<file path="src/rtl/median_seq_ctrl.sv">
// Avalon-MM sequencer sliding a 5-tap window over a 16-sample buffer into a median engine.
// Latency: L+2 cycles per window, 1-cycle registered reads; engine backpressure is absorbed in WAIT, bounded by TIMEOUT.
module median_seq_ctrl #(
  parameter int TIMEOUT = 255
) (
  input  logic        iClk,
  input  logic        iReset_n,
  input  logic        iChipSelect_n,
  input  logic        iWrite_n,
  input  logic        iRead_n,
  input  logic [5:0]  iAddress,
  input  logic [31:0] iData,
  output logic [31:0] oData,
  output logic        oIrq,
  output logic        oEngStart,
  output logic [39:0] oEngWin,
  input  logic        iEngDone,
  input  logic [7:0]  iEngMedian
);

  typedef enum logic [2:0] {S_IDLE, S_ISSUE, S_WAIT, S_STORE, S_FIN} state_t;

  state_t      state_q, state_d;
  logic [7:0]  sample_q [16];
  logic [7:0]  sample_d [16];
  logic [7:0]  result_q [16];
  logic [7:0]  result_d [16];
  logic [4:0]  len_q, len_d;
  logic        irq_en_q, irq_en_d;
  logic        done_q, done_d;
  logic        err_len_q, err_len_d;
  logic        err_to_q, err_to_d;
  logic [4:0]  count_q, count_d;
  logic [3:0]  k_q, k_d;
  logic [7:0]  to_cnt_q, to_cnt_d;
  logic [7:0]  med_q, med_d;
  logic [39:0] win_q, win_d;
  logic [31:0] data_q, data_d;

  logic        wr, rd, busy, ctrl_wr, start_req, abort_req, len_ok, start_ok;
  logic        last_win, to_hit;
  logic [7:0]  to_next;
  logic [39:0] cur_win;
  logic        unused_dat;

  assign unused_dat = ^iData[31:8];
  assign wr        = !iChipSelect_n && !iWrite_n;
  assign rd        = !iChipSelect_n && !iRead_n;
  assign ctrl_wr   = wr && (iAddress == 6'h20);
  assign start_req = ctrl_wr && iData[0] && !busy;
  assign abort_req = ctrl_wr && iData[1] && busy;
  assign len_ok    = (len_q >= 5'd5) && (len_q <= 5'd16);
  assign start_ok  = start_req && len_ok;
  assign last_win  = ({1'b0, k_q} == (len_q - 5'd5));
  assign to_next   = to_cnt_q + 8'd1;
  assign to_hit    = (to_next == 8'(TIMEOUT));
  assign oIrq      = done_q && irq_en_q;
  assign oData     = data_q;

  always_ff @(posedge iClk or negedge iReset_n) begin
    if (!iReset_n) state_q <= S_IDLE;
    else           state_q <= state_d;
  end

  // ABORT overrides everything, including an engine answer in the same cycle
  always_comb begin
    state_d = state_q;
    if (abort_req) begin
      state_d = S_IDLE;
    end else begin
      case (state_q)
        S_IDLE:  if (start_ok) state_d = S_ISSUE;
        S_ISSUE: state_d = S_WAIT;
        S_WAIT:  if (iEngDone) state_d = S_STORE;
                 else if (to_hit) state_d = S_IDLE;
        S_STORE: state_d = last_win ? S_FIN : S_ISSUE;
        S_FIN:   state_d = S_IDLE;
        default: state_d = S_IDLE;
      endcase
    end
  end

  always_comb begin
    cur_win = '0;
    for (int i = 0; i < 5; i++) cur_win[8*i +: 8] = sample_q[k_q + 4'(i)];
    busy      = (state_q != S_IDLE);
    oEngStart = (state_q == S_ISSUE);
    oEngWin   = oEngStart ? cur_win : win_q;
  end

  always_comb begin
    sample_d  = sample_q;
    result_d  = result_q;
    len_d     = len_q;
    irq_en_d  = irq_en_q;
    done_d    = done_q;
    err_len_d = err_len_q;
    err_to_d  = err_to_q;
    count_d   = count_q;
    k_d       = k_q;
    to_cnt_d  = to_cnt_q;
    med_d     = med_q;
    win_d     = win_q;
    data_d    = data_q;

    if (wr && !busy && (iAddress[5:4] == 2'b00)) sample_d[iAddress[3:0]] = iData[7:0];
    if (wr && !busy && (iAddress == 6'h22)) len_d = iData[4:0];
    if (ctrl_wr) irq_en_d = iData[2];
    if (wr && (iAddress == 6'h21)) begin
      if (iData[1]) done_d    = 1'b0;
      if (iData[2]) err_len_d = 1'b0;
      if (iData[3]) err_to_d  = 1'b0;
    end
    if (start_req && !len_ok) err_len_d = 1'b1;
    if (start_ok) begin
      done_d   = 1'b0;
      err_to_d = 1'b0;
      count_d  = '0;
      k_d      = '0;
    end

    // status sets come after the software clears so that a same-cycle set wins
    if (!abort_req) begin
      case (state_q)
        S_ISSUE: begin
          to_cnt_d = '0;
          win_d    = cur_win;
        end
        S_WAIT: begin
          if (iEngDone) begin
            med_d = iEngMedian;
          end else begin
            to_cnt_d = to_next;
            if (to_hit) err_to_d = 1'b1;
          end
        end
        S_STORE: begin
          result_d[k_q] = med_q;
          count_d       = count_q + 5'd1;
          if (!last_win) k_d = k_q + 4'd1;
        end
        S_FIN:   done_d = 1'b1;
        default: ;
      endcase
    end

    if (rd) begin
      data_d = '0;
      if (iAddress[5:4] == 2'b01) begin
        data_d = {24'd0, result_q[iAddress[3:0]]};
      end else begin
        case (iAddress)
          6'h20:   data_d = {29'd0, irq_en_q, 2'b00};
          6'h21:   data_d = {23'd0, count_q, err_to_q, err_len_q, done_q, busy};
          6'h22:   data_d = {27'd0, len_q};
          default: data_d = '0;
        endcase
      end
    end
  end

  always_ff @(posedge iClk or negedge iReset_n) begin
    if (!iReset_n) begin
      for (int i = 0; i < 16; i++) begin
        sample_q[i] <= '0;
        result_q[i] <= '0;
      end
      len_q     <= '0;
      irq_en_q  <= 1'b0;
      done_q    <= 1'b0;
      err_len_q <= 1'b0;
      err_to_q  <= 1'b0;
      count_q   <= '0;
      k_q       <= '0;
      to_cnt_q  <= '0;
      med_q     <= '0;
      win_q     <= '0;
      data_q    <= '0;
    end else begin
      sample_q  <= sample_d;
      result_q  <= result_d;
      len_q     <= len_d;
      irq_en_q  <= irq_en_d;
      done_q    <= done_d;
      err_len_q <= err_len_d;
      err_to_q  <= err_to_d;
      count_q   <= count_d;
      k_q       <= k_d;
      to_cnt_q  <= to_cnt_d;
      med_q     <= med_d;
      win_q     <= win_d;
      data_q    <= data_d;
    end
  end

endmodule

</file>
<file path="config.mk">
export PLATFORM = sky130hd
export DESIGN_NAME = median_seq_ctrl
export DESIGN_NICKNAME = d
export VERILOG_FILES = /design/src/rtl/median_seq_ctrl.sv
export SDC_FILE = /design/constraint.sdc
export NUM_CORES = 1
export LEC_CHECK = 0
export ABC_CLOCK_PERIOD_IN_PS = 7000
export CORE_UTILIZATION = 65
export CTS_CLUSTER_SIZE = 25
export DETAILED_ROUTE_END_ITERATION = 8
export PLACE_DENSITY = 0.86
export SLEW_MARGIN = 10
export SYNTH_ARGS = -nofsm -noshare
export SYNTH_HDL_FRONTEND = slang
export SYNTH_SLANG_ARGS = --single-unit
</file>
<file path="constraint.sdc">
create_clock -name iClk -period 7 [get_ports iClk]
set_input_delay 2.1 -clock iClk [delete_from_list [all_inputs] [get_ports iClk]]
set_output_delay 2.1 -clock iClk [all_outputs]
set_load 0.05 [all_outputs]
</file>
==> flow_metrics.tcl <==
set metrics [dict create \
    holdBufCountCts 0 \
    area_growth_pct 10.2 \
    dieArea_um2 30900 \
    grt_pass1_wl_um 75400 \
    viasPerCell 7.09 \
    cts_tree "done" \
    comb_power_share_pct 39.3 \
    antenna_found_initial 0 \
    ios 126 \
    rrSetupSlack_ns 3.76 \
    die_h_um 176 \
    cp-end-kind "primary output" \
    total_leakage_power_nw 9.70 \
    syn_avg_cell_area_um2 14.7 \
    synth-edff-count 0 \
    period_share_pct 92.1 \
    htree_levels 2 \
    synth.distinct_cells 62 \
    wl_per_cell_um 26.7 \
    final_nets 1437 \
    grt_max_degree 136 \
    final_util_pct 73.0 \
    num_vias 12600 \
    relSlewSlack_pct 25.1 \
    antennaDiodeCount 0 \
    skew_ns 0.0230 \
    hp-class "flop to flop" \
    power_frac_clock_pct 24.1 \
    start_util_pct 66.2 \
    netlist_area_um2 19600 \
    row_count 63 \
    peakVddDrop_uv 316 \
    status "finished clean" \
    seqPwrFrac_pct 36.6 \
    post_cts_buffers 0 \
    globalRoute.totalOverflow 0 \
    async_flop_share_pct 100 \
    drcViolationCount 0 \
    crit_type "flop to primary output" \
    ys_seq_area_share_pct 43.6 \
    powerDensity_nw_per_um2 354 \
    cts_resized 0 \
    cts.path.max_buffers 3 \
    ant_nets 0 \
    cp.arrival_ns 4.35 \
    start_kind "flop" \
    dp_hpwl_um 30500 \
    synth_warnings 0 \
    root_buffer "clkbuf_16" \
    crit_fanout 135 \
    gp_congestion 0.852 \
    swShare_pct 36.3 \
    switchingPower_mw 2.78 \
    max_freq_mhz 155 \
    max_cap_viol_count 0 \
    postRouteWirelength_um 47500 \
    p_int_mw 4.88 \
    final-hold-violation-count 0 \
    insertion_delay_ns 0.52 \
    synthCells 1336 \
    rsz0062_at_grt "no" \
    die_w_um 176 \
    core_area_um2 29600 \
    cts.sinks 342 \
    finalMaxSlewViolations 0 \
    grt_usage_pct 32.3 \
    setup_viol 0 \
    first_pass_iters 5 \
    required_ns 4.90 \
    port_buffers 78 \
    drtIter0Drc 1235 \
    tns_ns 0 \
    worstMarginPinSlew_ns 1.11 \
    clk_pin_slew_ns 0.06 \
    period_minus_slack_ns 6.45 \
    grt_pass1_vias 12900 \
    yosys_register_bits 342 \
    final_layout_size_suffix_gt1_share_pct 45.7 \
    ys.flop_type "dfrtp_1" \
    cts_made_buffers 37 \
]
## path summary, 6_finish.rpt
check                         startpoint       endpoint  cells past startpoint
max in group asynchronous       iReset_n  result_q[115]                      2
min in group asynchronous       iReset_n    to_cnt_q[0]                      1
setup reg to reg                  k_q[0]       win_q[8]                      6
setup / recovery                  k_q[0]     oEngWin[8]                      7
hold reg to reg            result_q[126]  result_q[126]                      1
hold / removal             result_q[126]  result_q[126]                      1
## power by group through the flow
stage	logic (mW)	registers (mW)	clock network, mW
final	3.01	2.80	1.84
after global routing	3.19	2.86	1.93
after CTS	3.01	2.79	1.86
after detailed placement	3.00	2.82	0
after global placement	2.91	2.77	0
after floorplan	2.40	2.65	0
## logic make-up after synthesis
group	Yosys count	share of synthesized area [%]
other	1	0.0191
xor gates and xnor gates	13	0.580
adders and majority gates	16	1.02
buffers and inverters	132	3.54
muxes	547	42.4
and+or+nand+nor	186	5.80
AOI/OAI and AO/OA	99	3.09
DFF	342	43.6
## worst max-delay path: stages (launching register included)
cell	delay (ns)
dfrtp_4	0.43
buf_12	0.62
ha_1	0.30
nand2_1	0.08
nand2_1	0.63
mux4_1	0.74
mux2_2	0.30
clkdlybuf4s50_1	0.69
## per-layer routing
layer,up-vias,share of wire [%],global-route usage [%]
met5,-,0,0
met4,0,4.1,12.7
met3,133,8.0,6.04
met2,669,49,51.5
met1,6609,39,44.3
li1,5200,-,-
## cells in the mapped netlist, types with 10 or more instances
cell | number | area share (%)
a21oi_1 | 20 | 0.51
buf_4 | 34 | 1.3
buf_1 | 10 | 0.19
nor2_1 | 31 | 0.59
mux4_2 | 187 | 21
nor2b_1 | 10 | 0.32
ha_1 | 16 | 1.0
nand2b_1 | 11 | 0.35
mux2_1 | 10 | 0.57
o21ai_0 | 40 | 1.0
buf_2 | 34 | 0.87
nand2_4 | 16 | 0.92
mux2_2 | 338 | 19
dfrtp_1 | 342 | 44
nand2_1 | 46 | 0.88
clkbuf_1 | 39 | 0.75
nand3_1 | 20 | 0.51
## through the flow
stage	worst slack (ns)	instances	instance area (um2)	total power, mW	hold slack (ns)
after floorplan	1.27	1358	19700	5.05	0.446
after global routing	0.355	1778	21600	7.99	0.503
final	0.554	1778	21600	7.66	0.483
after CTS	0.486	1778	21600	7.67	0.486
after global placement	1.10	1720	20500	5.68	0.458
after detailed placement	1.04	1720	20500	5.82	0.473
## state kept, by name, indices dropped and copies added (netlist names), 3 cells and up
signal    cells
result_q    128
sample_q    128
win_q        40
oData         9
med_q         8
to_cnt_q      8
count_q       5
len_q         5
k_q           4
state_q       3
## placed cells by master (no fill, tap or decap), types with 7 or more instances in the layout
cell and instances:
dfrtp_1 340, mux2_2 338, mux4_2 187, clkdlybuf4s50_1 76, nand2_1 46, o21ai_0 39
clkbuf_16 37, nor2_1 31, conb_1 23, nand3_1 20, a21oi_1 20, nand2_4 16
ha_1 15, buf_4 12, nand2b_1 11, nor2b_1 10, mux2_1 10, xnor2_1 9
and3_1 9, inv_1 8, mux2i_1 8, clkbuf_1 8, a221oi_1 7, clkbuf_8 7
## cell type report
cell class | count | area (um2)
Timing Repair Buffer | 93 | 931
Fill cell | 1798 | 8010
Sequential cell | 342 | 8560
Clock buffer | 52 | 1050
Multi-Input combinational cell | 884 | 10500
Tap cell | 390 | 488
Inverter | 11 | 41.3
Clock inverter | 6 | 62.6
No activity file was read; power rests on OpenSTA's default activity.
